[config.mk]
export PLATFORM = sky130hd
export DESIGN_NAME = spi_slave_v2
export DESIGN_NICKNAME = d
export VERILOG_FILES = /design/src/rtl/spi_slave_pkg.sv /design/src/rtl/spi_bit_counter.sv /design/src/rtl/spi_slave_v2.sv
export SDC_FILE = /design/constraint.sdc
export NUM_CORES = 1
export LEC_CHECK = 0
export CORE_UTILIZATION = 45
export CTS_CLUSTER_DIAMETER = 50
export DETAILED_ROUTE_END_ITERATION = 6
export PLACE_DENSITY = 0.68
export SETUP_SLACK_MARGIN = 0.15
export SLEW_MARGIN = 20
export SYNTH_ARGS = -nofsm -noshare
export SYNTH_HDL_FRONTEND = slang
export SYNTH_HIERARCHICAL = 1
export SYNTH_SLANG_ARGS = --single-unit
[constraint.sdc]
create_clock -name clk -period 2.8 [get_ports clk]
set_input_delay 0.7 -clock clk [delete_from_list [all_inputs] [get_ports clk]]
set_output_delay 0.7 -clock clk [all_outputs]
set_load 0.005 [all_outputs]
[src/rtl/spi_slave_pkg.sv]
// spi_slave_pkg: shared definitions for the SPI slave front end.
// Contents: FSM state encoding, command codes, counter width helper.
package spi_slave_pkg;

    // Gray ordered: IDLE -> RX -> WAIT_TX -> TX -> DONE
    typedef enum logic [2:0] {
        IDLE    = 3'b000,
        RX      = 3'b001,
        WAIT_TX = 3'b011,
        TX      = 3'b010,
        DONE    = 3'b110
    } state_t;

    localparam logic [1:0] CMD_WR_ADDR = 2'b00;
    localparam logic [1:0] CMD_WR_DATA = 2'b01;
    localparam logic [1:0] CMD_RD_ADDR = 2'b10;
    localparam logic [1:0] CMD_RD_DATA = 2'b11;

    // Bits needed to hold the values 0 .. n-1.
    function automatic int clog2(input int n);
        int w;
        int v;
        w = 0;
        v = n - 1;
        while (v > 0) begin
            w++;
            v = v >> 1;
        end
        return w;
    endfunction

endpackage

[src/rtl/spi_bit_counter.sv]
// spi_bit_counter: up counter with synchronous clear and terminal compare.
// Ports: clk, rst (async high), clear, enable, term (terminal value), tc.
module spi_bit_counter #(
    parameter int WIDTH = 4
) (
    input  logic             clk,
    input  logic             rst,
    input  logic             clear,
    input  logic             enable,
    input  logic [WIDTH-1:0] term,
    output logic             tc
);

    logic [WIDTH-1:0] count;

    always_ff @(posedge clk or posedge rst) begin
        if (rst) begin
            count <= '0;
        end else if (clear) begin
            count <= '0;
        end else if (enable) begin
            count <= count + 1'b1;
        end
    end

    assign tc = (count == term);

endmodule

[src/rtl/spi_slave_v2.sv]
// spi_slave_v2: SPI slave that receives a command frame on MOSI and
// returns RAM read data on MISO after a bounded tx_valid wait.
// Ports: clk, rst (async high), SS_n, MOSI -> MISO; tx_data/tx_valid in;
//        rx_data/rx_valid (frame strobe), err (strobe), busy out.
module spi_slave_v2 #(
    parameter int DATA_SIZE  = 8,
    parameter bit MSB_FIRST  = 1'b1,
    parameter int TX_TIMEOUT = 16
) (
    input  logic                 clk,
    input  logic                 rst,
    input  logic                 SS_n,
    input  logic                 MOSI,
    output logic                 MISO,
    input  logic [DATA_SIZE-1:0] tx_data,
    input  logic                 tx_valid,
    output logic [DATA_SIZE+1:0] rx_data,
    output logic                 rx_valid,
    output logic                 err,
    output logic                 busy
);

    import spi_slave_pkg::*;

    localparam int FRAME_W = DATA_SIZE + 2;
    localparam int CNT_MAX = (FRAME_W > TX_TIMEOUT) ? FRAME_W : TX_TIMEOUT;
    localparam int CNT_W   = (clog2(CNT_MAX) < 1) ? 1 : clog2(CNT_MAX);

    state_t               state;
    state_t               state_n;
    logic [FRAME_W-1:0]   rx_sh;
    logic [FRAME_W-1:0]   frame_n;
    logic [1:0]           frame_cmd;
    logic [DATA_SIZE-1:0] tx_sh;
    logic                 rd_addr_done;

    logic                 cnt_clr;
    logic                 cnt_en;
    logic [CNT_W-1:0]     cnt_term;
    logic                 cnt_tc;

    logic                 rx_done;
    logic                 rd_err;
    logic                 to_err;
    logic                 tx_start;
    logic                 tx_step;
    logic                 tx_end;

    function automatic logic first_bit(input logic [DATA_SIZE-1:0] v);
        return MSB_FIRST ? v[DATA_SIZE-1] : v[0];
    endfunction

    function automatic logic [DATA_SIZE-1:0] advance(
        input logic [DATA_SIZE-1:0] v
    );
        return MSB_FIRST ? (v << 1) : (v >> 1);
    endfunction

    // Frame as it stands once the bit on MOSI is taken this edge.
    assign frame_n   = MSB_FIRST ? {rx_sh[FRAME_W-2:0], MOSI}
                                 : {MOSI, rx_sh[FRAME_W-1:1]};
    assign frame_cmd = frame_n[FRAME_W-1:FRAME_W-2];
    assign busy      = (state != IDLE);

    // One counter serves RX bits, WAIT_TX timeout and TX bits.
    spi_bit_counter #(
        .WIDTH (CNT_W)
    ) u_cnt (
        .clk    (clk),
        .rst    (rst),
        .clear  (cnt_clr),
        .enable (cnt_en),
        .term   (cnt_term),
        .tc     (cnt_tc)
    );

    always_ff @(posedge clk or posedge rst) begin
        if (rst) begin
            state <= IDLE;
        end else begin
            state <= state_n;
        end
    end

    always_comb begin
        state_n  = state;
        cnt_clr  = 1'b0;
        cnt_en   = 1'b0;
        cnt_term = '0;
        rx_done  = 1'b0;
        rd_err   = 1'b0;
        to_err   = 1'b0;
        tx_start = 1'b0;
        tx_step  = 1'b0;
        tx_end   = 1'b0;
        unique case (state)
            IDLE: begin
                cnt_clr = 1'b1;
                if (!SS_n) begin
                    state_n = RX;
                end
            end
            RX: begin
                cnt_term = CNT_W'(FRAME_W - 1);
                if (SS_n) begin
                    state_n = IDLE;
                    cnt_clr = 1'b1;
                end else if (cnt_tc) begin
                    rx_done = 1'b1;
                    cnt_clr = 1'b1;
                    unique case (frame_cmd)
                        CMD_RD_DATA: begin
                            if (rd_addr_done) begin
                                state_n = WAIT_TX;
                            end else begin
                                rd_err  = 1'b1;
                                state_n = DONE;
                            end
                        end
                        CMD_RD_ADDR, CMD_WR_ADDR, CMD_WR_DATA: begin
                            state_n = DONE;
                        end
                    endcase
                end else begin
                    cnt_en = 1'b1;
                end
            end
            WAIT_TX: begin
                cnt_term = CNT_W'(TX_TIMEOUT - 1);
                if (SS_n) begin
                    state_n = IDLE;
                    cnt_clr = 1'b1;
                end else if (tx_valid) begin
                    // Data arriving on the last wait cycle still wins.
                    tx_start = 1'b1;
                    cnt_clr  = 1'b1;
                    state_n  = TX;
                end else if (cnt_tc) begin
                    to_err  = 1'b1;
                    cnt_clr = 1'b1;
                    state_n = DONE;
                end else begin
                    cnt_en = 1'b1;
                end
            end
            TX: begin
                cnt_term = CNT_W'(DATA_SIZE - 1);
                if (SS_n) begin
                    state_n = IDLE;
                    cnt_clr = 1'b1;
                end else if (cnt_tc) begin
                    tx_end  = 1'b1;
                    cnt_clr = 1'b1;
                    state_n = DONE;
                end else begin
                    tx_step = 1'b1;
                    cnt_en  = 1'b1;
                end
            end
            DONE: begin
                cnt_clr = 1'b1;
                if (SS_n) begin
                    state_n = IDLE;
                end
            end
            default: begin
                state_n = IDLE;
            end
        endcase
    end

    always_ff @(posedge clk or posedge rst) begin
        if (rst) begin
            rx_sh        <= '0;
            rx_data      <= '0;
            rx_valid     <= 1'b0;
            err          <= 1'b0;
            rd_addr_done <= 1'b0;
            tx_sh        <= '0;
            MISO         <= 1'b0;
        end else begin
            rx_valid <= rx_done;
            err      <= rd_err | to_err;
            if (state == RX && !SS_n) begin
                rx_sh <= frame_n;
            end
            if (rx_done) begin
                rx_data <= frame_n;
            end
            if (rx_done && frame_cmd == CMD_RD_ADDR) begin
                rd_addr_done <= 1'b1;
            end else if (tx_end) begin
                rd_addr_done <= 1'b0;
            end
            // MISO idles low outside an active transmit, including aborts.
            if (tx_start) begin
                tx_sh <= advance(tx_data);
                MISO  <= first_bit(tx_data);
            end else if (tx_step) begin
                tx_sh <= advance(tx_sh);
                MISO  <= first_bit(tx_sh);
            end else begin
                MISO <= 1'b0;
            end
        end
    end

endmodule

==> reports/results.ini, run 1 <==
[floorplan]
die_w_um=65.2
pin_count=27
core-area_um2=3740
die_area_um2=4250
start_util_pct=48.0
die_h_um=65.2
rows=22

[layout]
final_area_um2=2220
multi_input_area_um2=786
area_growth_pct=23.8
final_util_pct=59.4
final-seq-area_um2=926
layout_commonest_cell=dfrtp_1
final_cells=220
antenna_cells=0
fillCellCount=323
layout-drive-gt1-share_pct=25.6
layout_common_cells=dfrtp_1 (37), clkdlybuf4s50_1 (26), mux2_2 (10), buf_4 (10), mux2_4 (9)
nets=186

[timing]
worst_hold_slack_ns=0.498
tns_ns=0
final-setup-viol-count=0
worst_slew_pin_slew_ns=0.430
setup_slack_ns=0.416
post-route-period-util_pct=85.1
fin_crit_ns=2.38
grt_setup_unrepaired=false
skew_ns=0.00566
finalHoldViolCount=0
slew_headroom_pct=71.2
slew_violations=0
fmax_mhz=420

[global_routing]
grt_usage_pct=18.6
grt-ovfl-total=0
first_global_vias=1198
grt_max_degree=34
grt_pass1_wl_um=5800
antenna_found_initial=0

[route]
drt_wl_total_um=3240
drt_iter0_markers=32
postRouteAntennaNets=0
routedWlPerCell_um=14.7
detail_route.vias_per_cell=5.50
vias=1209
first_pass_iters=4
drcViolationCount=0

[placement]
post-place-ws_ns=0.289
placed_cells=213
hpwl_um=2320
routabilityCongestion=0.748
dpl_cell_area_um2=2120
port_buffers=26

[power_and_ir_drop]
totalPowerFinal_mw=2.33
max-vdd-ir-drop_uv=609
powerDensity_nw_per_um2=1050
power_leakage_nw=1.08

[clock_network]
clkSlewWorstSetupHoldPaths_ns=0.07
cts_tree=built
clock_sinks=37
cts_buffer_depth=2
insertion_delay_ns=0.29
h-tree-depth=2
cts_resized=0
cts_buffers=5
post-cts-setup-buffers=0
holdBufCountCts=0
cts_root_buffer=clkbuf_8

[outcome]
status=finished, final reports clean

[synthesis]
synth_edf_count=0
avgSynthCellArea_um2=12.9
syn_inst=139
ys.flop_type=dfrtp_1
synth_top_area_share_pct=51.6
synth-seq-area-share_pct=51.6
ys_top_cells_by_area=dfrtp_1 (52%), mux2_4 (7.5%), mux2_2 (6.3%), a221o_1 (3.3%), buf_6 (2.5%)
synth_async_sr_flop_share_pct=100
synth-seq-cells=37
synth.distinct_cells=43
synth_fp_nets=153
synth_warnings=6
synth_top_cell_by_area=dfrtp_1
synthesis.area_um2=1800

[setup_path]
crit_type=reg2reg
path_cells=nor2_1, nor2_1, xor2_1, nor4_1, buf_4, nor3_1, o2bb2ai_1, nor2b_1, mux2_4
crit_required_ns=2.98
cp_max_fo=11
path_buf_inv=1
slowest_delay_ns=0.37
crit_arrival_ns=2.56
startpoint_type=flop
cpMaxStageDelayCell=dfrtp_1
cp_common_cell=nor2_1
cp_top_family=simple AND/OR/NAND/NOR gates
endpoint_kind=flop

[job]
drv_cap=0

[min_path]
hp-class=reg2reg

## final cells by class
class                   instances  share of cell area [%]
clock buffers                   5                    3.10
clock inverters                 2                    1.58
inverters                       3                   0.507
multi-input cells              89                    35.4
flip-flops and latches         37                    41.7
well taps                      48                    2.70
repair buffers                 36                    15.1
## registers in the layout, summed over array words and instances, names as in the netlist
name / flops
rx_data: 10
err: 1
u_cnt/count: 4
MISO: 1
tx_sh: 7
rx_sh: 9
rx_valid: 1
state: 3
rd_addr_done: 1
## kinds of logic after synthesis
logic type | share of synthesized area [%]
multiplexers | 14.9
buffers and inverters | 4.67
adder cells (fa/ha/maj) | 0.697
AO/OA/AOI/OAI | 12.3
AND/OR/NAND/NOR | 13.4
flip-flops | 51.6
XOR/XNOR | 2.44
## per-layer routing
metal / wire [um] / part of all wire (%) / vias up / GRT usage, %
li1: - / - / 575 / -
met1: 1480 / 46 / 598 / 24.6
met2: 1570 / 49 / 31 / 28.4
met3: 149 / 4.6 / 5 / 6.25
met4: 42 / 1.3 / 0 / 6.52
met5: 0 / 0 / - / 0
## cells in the mapped netlist (2+ instances only)
cell type  instances
dfrtp_1           37
mux2_2            10
mux2_4             9
nor2_1             7
a221o_1            6
and3_1             6
buf_6              4
clkbuf_1           4
xor2_1             4
a21bo_2            3
inv_1              3
nand2_1            3
nand3_1            3
nor3_1             3
a21oi_1            2
a32o_1             2
mux2i_1            2
nand2b_1           2
nand3b_1           2
nor2b_1            2
o21ai_0            2
o2bb2ai_1          2
## where the power goes
part	switching, mW	leakage (nW)	internal [mW]	total [mW]
clock network	0.179	0.0540	0.259	0.438
logic	0.452	0.538	0.585	1.04
registers	0.127	0.487	0.733	0.860
## path summary, 6_finish.rpt
check,start,endpoint,slack (ns),depth (start not counted)
setup / recovery,state[1],u_cnt/count[3],0.42,9
hold / removal,tx_sh[1],tx_sh[1],0.50,1
setup reg to reg,state[1],u_cnt/count[3],0.42,9
hold reg to reg,tx_sh[1],tx_sh[1],0.50,1
max in group asynchronous,rst,rx_data[9],1.69,3
min in group asynchronous,rst,u_cnt/count[2],0.61,2
(Power assumes the default switching activity.)
==> run 2: changes to the inputs <==
--- a/config.mk
+++ b/config.mk
@@ -5,10 +5,10 @@
 export SDC_FILE = /design/constraint.sdc
 export NUM_CORES = 1
 export LEC_CHECK = 0
-export CORE_UTILIZATION = 45
+export CORE_UTILIZATION = 48
 export CTS_CLUSTER_DIAMETER = 50
 export DETAILED_ROUTE_END_ITERATION = 6
-export PLACE_DENSITY = 0.68
+export PLACE_DENSITY = 0.72
 export SETUP_SLACK_MARGIN = 0.15
 export SLEW_MARGIN = 20
 export SYNTH_ARGS = -nofsm -noshare
==> reports/results.ini, run 2 (synthesis gave the netlist of run 1 again) <==
[route]
drt_wl_total_um=3360  ; +3.7%
routedWlPerCell_um=15.3  ; +4.1%
postRouteAntennaNets=0  ; unchanged
drcViolationCount=0  ; unchanged
first_pass_iters=4  ; unchanged
drt_iter0_markers=50  ; +56%
detail_route.vias_per_cell=5.54  ; +0.87%
vias=1214  ; +0.41%

[power_and_ir_drop]
power_leakage_nw=1.08  ; +0.15%
max-vdd-ir-drop_uv=497  ; -18%
powerDensity_nw_per_um2=1060  ; +0.90%
totalPowerFinal_mw=2.37  ; +1.6%

[layout]
area_growth_pct=24.6
layout-drive-gt1-share_pct=26.6  ; +1.0 points
nets=186  ; unchanged
regMostFlops=rx_data
antenna_cells=0  ; unchanged
largestRegisters=rx_data: 10 flops, rx_sh: 9 flops, tx_sh: 7 flops
layout_common_cells=dfrtp_1 (37), clkdlybuf4s50_1 (26), mux2_2 (10), buf_4 (10), mux2_4 (9)
largest_register_ffs=10  ; unchanged
layout_commonest_cell=dfrtp_1

[timing]
slew_violations=0  ; unchanged
skew_ns=0.0101  ; +0.00444 ns
finalHoldViolCount=0  ; unchanged
tns_ns=0  ; unchanged
worst_slew_pin_slew_ns=0.412  ; -0.0181 ns
fmax_mhz=418  ; -0.35%
post-route-period-util_pct=85.4  ; +0.30 points
fin_crit_ns=2.39  ; +0.00843 ns
setup_slack_ns=0.408  ; -0.00843 ns
final-setup-viol-count=0  ; unchanged
slew_headroom_pct=72.5  ; +1.3 points
grt_setup_unrepaired=false

[floorplan]
core-area_um2=3470  ; -7.4%
start_util_pct=51.8  ; +3.8 points
pin_count=27  ; unchanged
die_area_um2=3990  ; -6.1%
die_w_um=63.2  ; -3.1%
rows=21  ; -4.5%
die_h_um=63.2  ; -3.1%

[global_routing]
first_global_vias=1179  ; -1.6%
antenna_found_initial=0  ; unchanged
grt_max_degree=34  ; unchanged
grt_pass1_wl_um=5820  ; +0.24%
grt-ovfl-total=0  ; unchanged
grt_usage_pct=19.2  ; +0.59 points

[setup_path]
startpoint_type=flop
path_cells=nor2_1, nor2_1, xor2_1, nor4_2, or4_1, a31oi_1, nand4_1, mux2_4
crit_arrival_ns=2.57  ; about the same
slowest_delay_ns=0.48  ; +0.11 ns
cp_common_cell=nor2_1
endpoint_kind=flop
crit_type=reg2reg
crit_required_ns=2.98  ; about the same
cp_max_fo=6  ; -5
cpMaxStageDelayCell=or4_1

[placement]
post-place-ws_ns=0.341  ; +0.0514 ns
hpwl_um=2310  ; -0.47%
port_buffers=26  ; unchanged
routabilityCongestion=0.799  ; +6.9%

[clock_network]
cts_buffer_depth=2  ; unchanged
clkSlewWorstSetupHoldPaths_ns=0.08  ; about the same
h-tree-depth=2  ; unchanged
holdBufCountCts=0  ; unchanged
cts_buffers=5  ; unchanged
insertion_delay_ns=0.29  ; about the same
cts_root_buffer=clkbuf_8
cts_tree=built
clock_sinks=37  ; unchanged
cts_resized=0  ; unchanged
post-cts-setup-buffers=0  ; unchanged

[job]
drv_cap=0  ; unchanged

[outcome]
status=finished, final reports clean

[min_path]
hp-class=reg2reg

## run 2: cell type report
type | count | area (um2)
Timing Repair Buffer | 36 | 335
Inverter | 3 | 11.3
Tap cell | 46 | 57.6
Clock inverter | 3 | 46.3
Clock buffer | 5 | 68.8
Sequential cell | 37 | 926
Multi-Input combinational cell | 89 | 792
Fill cell | 270 | 1230
## run 2: power by group
group | switching [mW] | internal, mW | total, mW | leakage, nW
combinational | 0.449 | 0.587 | 1.04 | 0.539
clock | 0.196 | 0.266 | 0.462 | 0.0543
sequential | 0.140 | 0.732 | 0.873 | 0.487
## run 2: worst paths after layout
check,startpoint,endpoint,slack [ns],cells past startpoint
min reg2reg,tx_sh[1],tx_sh[1],0.50,1
min in group asynchronous,rst,u_cnt/count[2],0.62,2
max in group asynchronous,rst,tx_sh[1],1.68,3
max reg2reg,state[1],u_cnt/count[3],0.41,8
min,tx_sh[1],tx_sh[1],0.50,1
max,state[1],u_cnt/count[3],0.41,8
## run 2: through the flow
stage                     hold slack (ns)  utilization (%)  std cells  area, um2
final                               0.501             64.5        219       2240
after global routing                0.527             64.5        219       2240
after CTS                           0.506             64.3        219       2230
after detailed placement            0.487             61.0        211       2120
after global placement              0.476             61.0        211       2120
after floorplan                     0.466                -        139       1800
## run 2: layer usage
layer	global-route usage (%)	vias to the layer above	wire length, um
met5	0	-	0
met4	7.85	0	61
met3	5.62	6	156
met2	29.2	32	1560
met1	25.5	602	1580
li1	-	574	-
## run 2: critical path, delay by kind of cell, from the launching register on
family / cells / cell delay (ns)
and+or+nand+nor: 5 / 1.11
DFF: 1 / 0.45
muxes: 1 / 0.31
AOI/OAI and AO/OA: 1 / 0.24
xor gates and xnor gates: 1 / 0.17
==> run 3: changes to the inputs <==
--- a/config.mk
+++ b/config.mk
@@ -5,13 +5,15 @@
 export SDC_FILE = /design/constraint.sdc
 export NUM_CORES = 1
 export LEC_CHECK = 0
+export ABC_AREA = 1
 export CORE_UTILIZATION = 48
 export CTS_CLUSTER_DIAMETER = 50
 export DETAILED_ROUTE_END_ITERATION = 6
-export PLACE_DENSITY = 0.72
+export PLACE_DENSITY = 0.75
 export SETUP_SLACK_MARGIN = 0.15
 export SLEW_MARGIN = 20
 export SYNTH_ARGS = -nofsm -noshare
 export SYNTH_HDL_FRONTEND = slang
 export SYNTH_HIERARCHICAL = 1
 export SYNTH_SLANG_ARGS = --single-unit
+export TNS_END_PERCENT = 20
==> reports/results.ini, run 3 <==
[timing]
finalHoldViolCount=0  ; unchanged
slew_violations=0  ; unchanged
skew_ns=0.00253  ; -0.00757 ns
fin_crit_ns=2.30  ; -0.0963 ns
slew_headroom_pct=72.4  ; -0.079 points
post-route-period-util_pct=82.0  ; -3.4 points
grt_setup_unrepaired=false
worst_slew_pin_slew_ns=0.413  ; +0.00118 ns
tns_ns=0  ; unchanged
final-setup-viol-count=0  ; unchanged
fmax_mhz=436  ; +4.2%
setup_slack_ns=0.504  ; +0.0963 ns

[setup_path]
crit_required_ns=2.10  ; -0.88 ns
r2r.worst_path.cells=17  ; +9
ff2ff_setup_slack_ns=0.54  ; +0.13 ns
crit_type=reg2out
cpMaxStageDelayCell=dfrtp_1
startpoint_type=flop
endpoint_kind=output port
r2r_end=u_cnt/count[3]
crit_arrival_ns=1.60  ; -0.97 ns
reg2reg_from=state[1]
slowest_delay_ns=0.54  ; +0.06 ns
path_cells=inv_1, nand2_1, clkdlybuf4s50_1
cp_max_fo=8  ; +2

[clock_network]
cts_buffer_depth=2  ; unchanged
clock_sinks=37  ; unchanged
clkSlewWorstSetupHoldPaths_ns=0.07  ; about the same
post-cts-setup-buffers=0  ; unchanged
h-tree-depth=2  ; unchanged
cts_tree=built
cts_resized=0  ; unchanged
insertion_delay_ns=0.29  ; about the same
cts_buffers=5  ; unchanged
cts_root_buffer=clkbuf_8
holdBufCountCts=0  ; unchanged

[synthesis]
synth_top_cell_by_area=dfrtp_1
ys_top_cells_by_area=dfrtp_1 (51%), nand2_1 (15%), nand3_1 (6.1%), inv_1 (5.4%), o21ai_0 (3.9%)
yosysMostFrequentCell=nand2_1
synth_async_sr_flop_share_pct=100  ; unchanged
avgSynthCellArea_um2=8.37  ; -35%
ys.flop_type=dfrtp_1
synth_commonest_cells=nand2_1 (71), dfrtp_1 (37), inv_1 (26), nand3_1 (22), o21ai_0 (14)
synth_edf_count=0  ; unchanged
synth-seq-cells=37  ; unchanged
synth_warnings=6  ; unchanged
synth-seq-area-share_pct=51.0  ; -0.57 points
syn_inst=217  ; +56%
synth.distinct_cells=27  ; -37%
synthesis.area_um2=1820  ; +1.1%
synth_fp_nets=231  ; +51%
synth_top_area_share_pct=51.0  ; -0.57 points

[placement]
routabilityCongestion=0.804  ; +0.56%
port_buffers=26  ; unchanged
placed_cells=287  ; +36%
post-place-ws_ns=0.486  ; +0.145 ns
hpwl_um=2290  ; -0.81%

[job]
drv_cap=0  ; unchanged

[layout]
area_growth_pct=21.2
largest_register_ffs=10  ; unchanged
final_util_pct=63.5  ; -1.0 points
largestRegisters=rx_data: 10 flops, rx_sh: 9 flops, tx_sh: 7 flops
layout_commonest_cell=nand2_1
nets=262  ; +41%
antenna_cells=0  ; unchanged
regMostFlops=rx_data
final_cells=295  ; +35%
layout_common_cells=nand2_1 (71), dfrtp_1 (37), inv_1 (26), clkdlybuf4s50_1 (26), nand3_1 (22)
layout-drive-gt1-share_pct=11.2  ; -15 points

[floorplan]
rows=21  ; unchanged
core-area_um2=3470  ; unchanged
start_util_pct=52.3  ; +0.58 points
die_area_um2=4030  ; +1.1%
die_h_um=63.5  ; +0.54%
pin_count=27  ; unchanged
die_w_um=63.5  ; +0.54%

[route]
drt_wl_total_um=3180  ; -5.4%
first_pass_iters=4  ; unchanged
vias=1442  ; +19%
postRouteAntennaNets=0  ; unchanged
drt_iter0_markers=88  ; +76%
detail_route.vias_per_cell=4.89  ; -12%
routedWlPerCell_um=10.8  ; -30%
drcViolationCount=0  ; unchanged

[min_path]
hp-class=reg2reg
hold_start=rx_data[4]
min_to=rx_data[4]
min_delay_path_depth=2  ; +1

[global_routing]
first_global_vias=1385  ; +17%
grt_usage_pct=19.3  ; +0.10 points
grt_max_degree=34  ; unchanged
grt-ovfl-total=0  ; unchanged
grt_pass1_wl_um=6060  ; +4.2%
antenna_found_initial=0  ; unchanged

[power_and_ir_drop]
power_leakage_nw=1.07  ; -0.56%
powerDensity_nw_per_um2=1030  ; -3.2%
max-vdd-ir-drop_uv=488  ; -1.8%
totalPowerFinal_mw=2.26  ; -4.7%

[outcome]
status=finished, final reports clean

==> run 3: cell families after synthesis <==
| logic type | share of synthesized area, % |
|---|---|
| AND/OR/NAND/NOR | 30.6 |
| flip-flops | 51.0 |
| XOR/XNOR | 1.45 |
| adder cells (fa/ha/maj) | 0.689 |
| AO/OA/AOI/OAI | 8.20 |
| buffers and inverters | 8.06 |
==> run 3: worst max path at each step <==
stage             start        endpoint  slack, ns  cells after the start
2_1_floorplan  state[0]  u_cnt/count[3]       0.76                     17
4_1_cts        state[1]  u_cnt/count[3]       0.44                     17
3_3_place_gp       SS_n  u_cnt/count[3]       0.55                      9
6_report       state[0]            busy       0.50                      3
5_1_grt        state[1]  u_cnt/count[3]       0.21                     17
3_5_place_dp       SS_n  u_cnt/count[3]       0.49                      9
==> run 3: final cells by class <==
type	instances	area, um2
well taps	46	57.6
repair buffers	28	275
inverters	28	108
multi-input cells	148	747
flip-flops and latches	37	926
clock buffers	6	72.6
clock inverters	2	15.0
fillers	321	1270
==> run 3: through the flow <==
stage / cell area (um2) / hold slack [ns]
3_3_place_gp: 2110 / 0.458
4_1_cts: 2200 / 0.484
3_5_place_dp: 2110 / 0.456
5_1_grt: 2200 / 0.511
6_report: 2200 / 0.474
2_1_floorplan: 1820 / 0.443
==> run 3: layer usage <==
metal,routed length (um),up-vias,track usage [%]
met5,0,-,0
met4,38,0,7.67
met3,138,6,5.25
met2,1480,33,29.8
met1,1530,662,25.5
li1,-,741,-
==> run 3: worst max-delay path, delay by kind of cell (launching register included) <==
kind,cells,cell delay (ns)
buffers and inverters,2,0.62
and+or+nand+nor,1,0.14
DFF,1,0.54
==> run 3: report_power, final <==
| part | leakage, nW | switching, mW | internal (mW) | total (mW) |
|---|---|---|---|---|
| clock network | 0.0374 | 0.188 | 0.175 | 0.363 |
| logic | 0.548 | 0.578 | 0.430 | 1.01 |
| registers | 0.489 | 0.147 | 0.741 | 0.888 |
| total | 1.07 | 0.913 | 1.35 | 2.26 |
==> patch 1, RTL diff (settings of run 2) <==
The parameter `DATA_SIZE` goes from 8 to 16.
--- a/src/rtl/spi_slave_v2.sv
+++ b/src/rtl/spi_slave_v2.sv
@@ -3,7 +3,7 @@
 // Ports: clk, rst (async high), SS_n, MOSI -> MISO; tx_data/tx_valid in;
 //        rx_data/rx_valid (frame strobe), err (strobe), busy out.
 module spi_slave_v2 #(
-    parameter int DATA_SIZE  = 8,
+    parameter int DATA_SIZE  = 16,
     parameter bit MSB_FIRST  = 1'b1,
     parameter int TX_TIMEOUT = 16
 ) (
Ports: changed (resized rx_data and tx_data); port bits go from 27 to 43. No check against the original RTL was run, so the function may have changed too.
==> patch 1 against run 2 <==
- maximum frequency fell by 6.0%
- sequential cell count rose by 25
- design area rose by 55%
- cell count rose by 53%
- setup slack got worse by 150 ps
- critical path type is now reg -> out
- synthesized area rose by 53%
- total power rose by 37%
- clock skew fell by 1.7 ps
- routed wire length rose by 58%
==> patch 1: results (changes against run 2) <==
<table>
<tr><th>Metric</th><th>Value</th></tr>
<tr><th colspan="2">Run status</th></tr>
<tr><td>Outcome</td><td>finished clean (unchanged)</td></tr>
<tr><th colspan="2">Place</th></tr>
<tr><td>DPL Wire Length</td><td>3470 µm (was 2310 µm)</td></tr>
<tr><td>Routability Congestion</td><td>0.761 (was 0.799)</td></tr>
<tr><th colspan="2">Timing</th></tr>
<tr><td>Skew final</td><td>8.39 ps (was 10.1 ps)</td></tr>
<tr><td>Final-layout worst hold slack</td><td>506 ps (was 501 ps)</td></tr>
<tr><td>Actual slew at the worst max-slew pin</td><td>561 ps (was 412 ps)</td></tr>
<tr><th colspan="2">Synthesis</th></tr>
<tr><td>Sequential element share of the synthesized area</td><td>56.4% (was 51.6%)</td></tr>
<tr><td>Dominant cells by area after synthesis</td><td>sky130_fd_sc_hd__dfrtp_1 56%, sky130_fd_sc_hd__mux2_2 14%, sky130_fd_sc_hd__a221o_1 5.1% (was sky130_fd_sc_hd__dfrtp_1 52%, sky130_fd_sc_hd__mux2_4 7.5%, sky130_fd_sc_hd__mux2_2 6.3%)</td></tr>
<tr><td>Syn Area/Cell</td><td>13.2 µm² (was 12.9 µm²)</td></tr>
<tr><td>Synthesized Nets</td><td>230 (was 153)</td></tr>
<tr><th colspan="2">Clocking</th></tr>
<tr><td>CTS HTree Levels</td><td>3 (was 2)</td></tr>
<tr><td>Total clock buffers created by CTS</td><td>9 (was 5)</td></tr>
<tr><td>Clk Latency, worst-skew pair</td><td>340 ps (was 290 ps)</td></tr>
<tr><th colspan="2">Worst setup path</th></tr>
<tr><td>Maximum fanout along the worst path</td><td>8 (was 6)</td></tr>
<tr><td>Worst r2r src</td><td>state[2] (was state[1])</td></tr>
<tr><td>Signal arrival time at the worst endpoint</td><td>1840 ps (was 2570 ps)</td></tr>
<tr><th colspan="2">Layout</th></tr>
<tr><td>Ratio of cells with drive above 1 in the final layout</td><td>26.7% (was 26.6%)</td></tr>
<tr><td>Final std cells w/o fill</td><td>334 (was 219)</td></tr>
<tr><th colspan="2">Global routing</th></tr>
<tr><td>Vias in the first global route</td><td>1849 (was 1179)</td></tr>
<tr><td>Met3 track demand over resource in global routing</td><td>4.00% (was 5.62%)</td></tr>
<tr><td>GRT met1 Usage</td><td>26.0% (was 25.5%)</td></tr>
<tr><th colspan="2">Detailed routing</th></tr>
<tr><td>Wire length after detailed routing</td><td>5310 µm (was 3360 µm)</td></tr>
<tr><td>Post-detailed-route via-to-cell ratio</td><td>5.54 (about the same)</td></tr>
<tr><td>Number of design-rule violations left by the first detailed-router iteration</td><td>57 (was 50)</td></tr>
<tr><th colspan="2">Power and ir drop</th></tr>
<tr><td>Max IR drop VDD</td><td>0.473 mV (was 0.497 mV)</td></tr>
<tr><td>Final Power</td><td>3.25 mW (was 2.37 mW)</td></tr>
</table>
[patch 1: power by group]
part / internal [mW] / switching (mW) / leakage, nW
logic: 0.648 / 0.437 / 0.679
registers: 1.17 / 0.206 / 0.826
clock network: 0.431 / 0.350 / 0.102
[patch 1: final cells by class]
| cell class | instances | area (µm²) | share of cell area [%] |
|---|---|---|---|
| Multi-Input combinational cell | 126 | 1090 | 31.3 |
| Inverter | 5 | 18.8 | 0.540 |
| Timing Repair Buffer | 53 | 528 | 15.2 |
| Clock inverter | 6 | 61.3 | 1.76 |
| Clock buffer | 10 | 138 | 3.96 |
| Sequential cell | 62 | 1550 | 44.7 |
| Tap cell | 72 | 90.1 | 2.59 |
[patch 1: worst max-delay path by stage]
stage	slack, ps	start	cells past startpoint	endpoint
floorplan	320	state[1]	11	tx_sh[15]
CTS	250	state[2]	3	busy
global placement	310	SS_n	5	rx_data[3]
finish	260	state[2]	3	busy
detailed placement	270	SS_n	5	rx_data[15]
global route	210	state[2]	3	busy
[patch 1: logic make-up (layout without fill, tap and decap cells)]
kind of cell | Yosys count | count (layout) | share of synthesized area (%)
AO/OA/AOI/OAI | 30 | 30 | 9.60
XOR/XNOR | 10 | 10 | 3.18
flip-flops | 62 | 62 | 56.4
adder cells (fa/ha/maj) | 1 | 1 | 0.455
buffers and inverters | 20 | 74 | 4.32
AND/OR/NAND/NOR | 50 | 50 | 11.8
multiplexers | 35 | 35 | 14.3
[patch 1: what timing repair did]
| item | 4_1_cts | 5_1_grt |
|---|---|---|
| hold endpoints to repair | 0 | 0 |
| gates resized for setup | 0 | 1 |
| endpoints found under the setup margin | 0 | 30 |
[patch 1: worst max-delay path, stage by stage (launching register included)]
cell,delay [ps]
sky130_fd_sc_hd__dfrtp_1,500
sky130_fd_sc_hd__buf_4,210
sky130_fd_sc_hd__or3_1,340
sky130_fd_sc_hd__clkdlybuf4s50_1,450
[patch 1: through the flow]
step,worst slack [ps],util (%),instance area (µm²)
2_1_floorplan,316,-,2750
3_3_place_gp,310,59.5,3280
3_5_place_dp,267,59.5,3280
4_1_cts,246,63.1,3470
5_1_grt,213,63.1,3480
6_report,256,63.1,3480
[patch 1: layer usage]
layer	vias to the layer above	routed length, µm
li1	871	-
met1	923	2470
met2	45	2520
met3	12	196
met4	0	129
met5	-	0
==> patch 2, RTL diff (config.mk and constraints of run 2) <==
Without the edit above. Encoding of `state_t`: now one-hot (5 bits for 5 states). Comments in the files are not updated.
--- a/src/rtl/spi_slave_pkg.sv
+++ b/src/rtl/spi_slave_pkg.sv
@@ -3,12 +3,12 @@
 package spi_slave_pkg;
 
     // Gray ordered: IDLE -> RX -> WAIT_TX -> TX -> DONE
-    typedef enum logic [2:0] {
-        IDLE    = 3'b000,
-        RX      = 3'b001,
-        WAIT_TX = 3'b011,
-        TX      = 3'b010,
-        DONE    = 3'b110
+    typedef enum logic [4:0] {
+        IDLE    = 5'b00001,
+        RX      = 5'b00010,
+        WAIT_TX = 5'b00100,
+        TX      = 5'b01000,
+        DONE    = 5'b10000
     } state_t;
 
     localparam logic [1:0] CMD_WR_ADDR = 2'b00;
Function: same outputs for any inputs over 10 cycles, from zero or initial values and one cycle with rst high; not proved beyond that.
==> patch 2 against run 2 <==
- routed wire length grew 9.9%
- setup slack lost 150 ps
- first-iteration DRC count grew 24%
- total power shrank 25%
- clock power is essentially flat
- synthesized area grew 4.0%
- cell count grew 16%
- sequential cell count grew 2
- design area grew 5.0%
- count of clock-buffer cells in the layout is the same
- hold slack lost 23 ps
- core utilization shrank 0.80 points
- highest routed layer unchanged
==> patch 2: results (changes against run 2) <==
<table>
<tr><th>Metric</th><th>Value</th></tr>
<tr><th colspan="2">Run status</th></tr>
<tr><td>Outcome</td><td>finished clean (unchanged)</td></tr>
<tr><th colspan="2">Synthesis</th></tr>
<tr><td>Multiplexer fraction of the synthesized cell area</td><td>11.6% (was 14.9%)</td></tr>
<tr><td>Synthesized Nets</td><td>186 (was 153)</td></tr>
<tr><td>Complex-gate fraction of the synthesized area</td><td>9.18% (was 12.3%)</td></tr>
<tr><td>XOR/XNOR Fraction of Synth Area</td><td>3.75% (was 2.44%)</td></tr>
<tr><td>Sequential element share of the synthesized area</td><td>52.3% (was 51.6%)</td></tr>
<tr><td>Adder-cell share of the synthesized area</td><td>0.670% (was 0.697%)</td></tr>
<tr><th colspan="2">Place</th></tr>
<tr><td>Routability Congestion</td><td>0.880 (was 0.799)</td></tr>
<tr><th colspan="2">Layout</th></tr>
<tr><td>Ratio of cells with drive above 1 in the final layout</td><td>20.9% (was 26.6%)</td></tr>
<tr><td>Count of fill cells added during filler insertion</td><td>300 (was 270)</td></tr>
<tr><td>Layout Nets</td><td>219 (was 186)</td></tr>
<tr><th colspan="2">Worst setup path</th></tr>
<tr><td>Maximum fanout along the worst path</td><td>7 (was 6)</td></tr>
<tr><td>Signal arrival time at the worst endpoint</td><td>2720 ps (was 2570 ps)</td></tr>
<tr><td>Start point of the critical path</td><td>state[4] (was state[1])</td></tr>
<tr><th colspan="2">Min path</th></tr>
<tr><td>Hold path start</td><td>tx_sh[6] (was tx_sh[1])</td></tr>
<tr><th colspan="2">Detailed routing</th></tr>
<tr><td>Number of design-rule violations left by the first detailed-router iteration</td><td>62 (was 50)</td></tr>
<tr><th colspan="2">Timing</th></tr>
<tr><td>Actual slew at the worst max-slew pin</td><td>447 ps (was 412 ps)</td></tr>
<tr><th colspan="2">Power and ir drop</th></tr>
<tr><td>Combinational logic power</td><td>0.562 mW (was 1.04 mW)</td></tr>
<tr><th colspan="2">Global routing</th></tr>
<tr><td>Global-route usage over all layers</td><td>20.4% (was 19.2%)</td></tr>
<tr><td>Wire length of the first global-routing pass</td><td>6400 µm (was 5820 µm)</td></tr>
</table>
[patch 2: cell types whose count changed after synthesis, moves of 3 or more]
cell	change
sky130_fd_sc_hd__a221o_1	-5
sky130_fd_sc_hd__a22oi_1	+3
sky130_fd_sc_hd__and3_1	-5
sky130_fd_sc_hd__buf_6	-3
sky130_fd_sc_hd__mux2_2	-5
sky130_fd_sc_hd__nand2_1	+35
sky130_fd_sc_hd__nor2_1	+5
sky130_fd_sc_hd__nor3_1	-3
sky130_fd_sc_hd__o21ai_0	+4
[patch 2: worst paths after layout]
path                                       end  slack, ps  cells past startpoint
max in group asynchronous             state[0]       1630                      3
min in group asynchronous       u_cnt/count[3]        610                      2
worst max-delay path            u_cnt/count[3]        260                      9
worst min-delay path                  tx_sh[6]        480                      2
worst min register to register        tx_sh[6]        480                      2
worst max register to register  u_cnt/count[3]        260                      9
[patch 2: metrics by stage]
step	hold slack, ps	std cells	power (mW)	cell area (µm²)	worst slack (ps)
after global placement	461	244	1.24	2190	290
after floorplan	446	172	1.06	1870	154
after detailed placement	463	244	1.26	2190	126
final	478	254	1.77	2350	258
after CTS	482	254	1.76	2320	169
after global routing	500	254	1.87	2350	144
[patch 2: kinds of logic (layout without fill, tap and decap cells)]
logic type,count (synthesis),in the layout
adders and majority gates,1,1
buffers and inverters,12,46
muxes,17,17
DFF,39,39
AOI/OAI and AO/OA,23,23
and+or+nand+nor,72,72
xor gates and xnor gates,8,8
[patch 2: layout make-up]
class | instances | area share (%)
Clock inverter | 3 | 1.86
Sequential cell | 39 | 41.6
Multi-Input combinational cell | 121 | 36.9
Clock buffer | 5 | 2.93
Tap cell | 48 | 2.56
Timing Repair Buffer | 32 | 13.0
Inverter | 6 | 1.17
[patch 2: timing repair]
action	4_1_cts	5_1_grt
resized for setup	1	7
pin swaps	1	0
endpoints found under the hold margin	0	0
buffers inserted	2	0
setup endpoints to repair	1	9
gates cloned	0	0
[patch 2: metal layers]
layer / track usage [%] / routed length, µm
met3: 5.00 / 140
met4: 8.06 / 63
met5: 0 / 0
met1: 26.5 / 1700
met2: 32.6 / 1780
[patch 2: worst max-delay path: stages, from the launching register on]
cell	delay [ps]
sky130_fd_sc_hd__dfrtp_1	490
sky130_fd_sc_hd__nor3_4	270
sky130_fd_sc_hd__nand2_1	120
sky130_fd_sc_hd__nand2_1	160
sky130_fd_sc_hd__xor2_1	250
sky130_fd_sc_hd__nor4_4	100
sky130_fd_sc_hd__or2_2	350
sky130_fd_sc_hd__a21oi_4	210
sky130_fd_sc_hd__nand4_1	160
sky130_fd_sc_hd__mux2_4	320
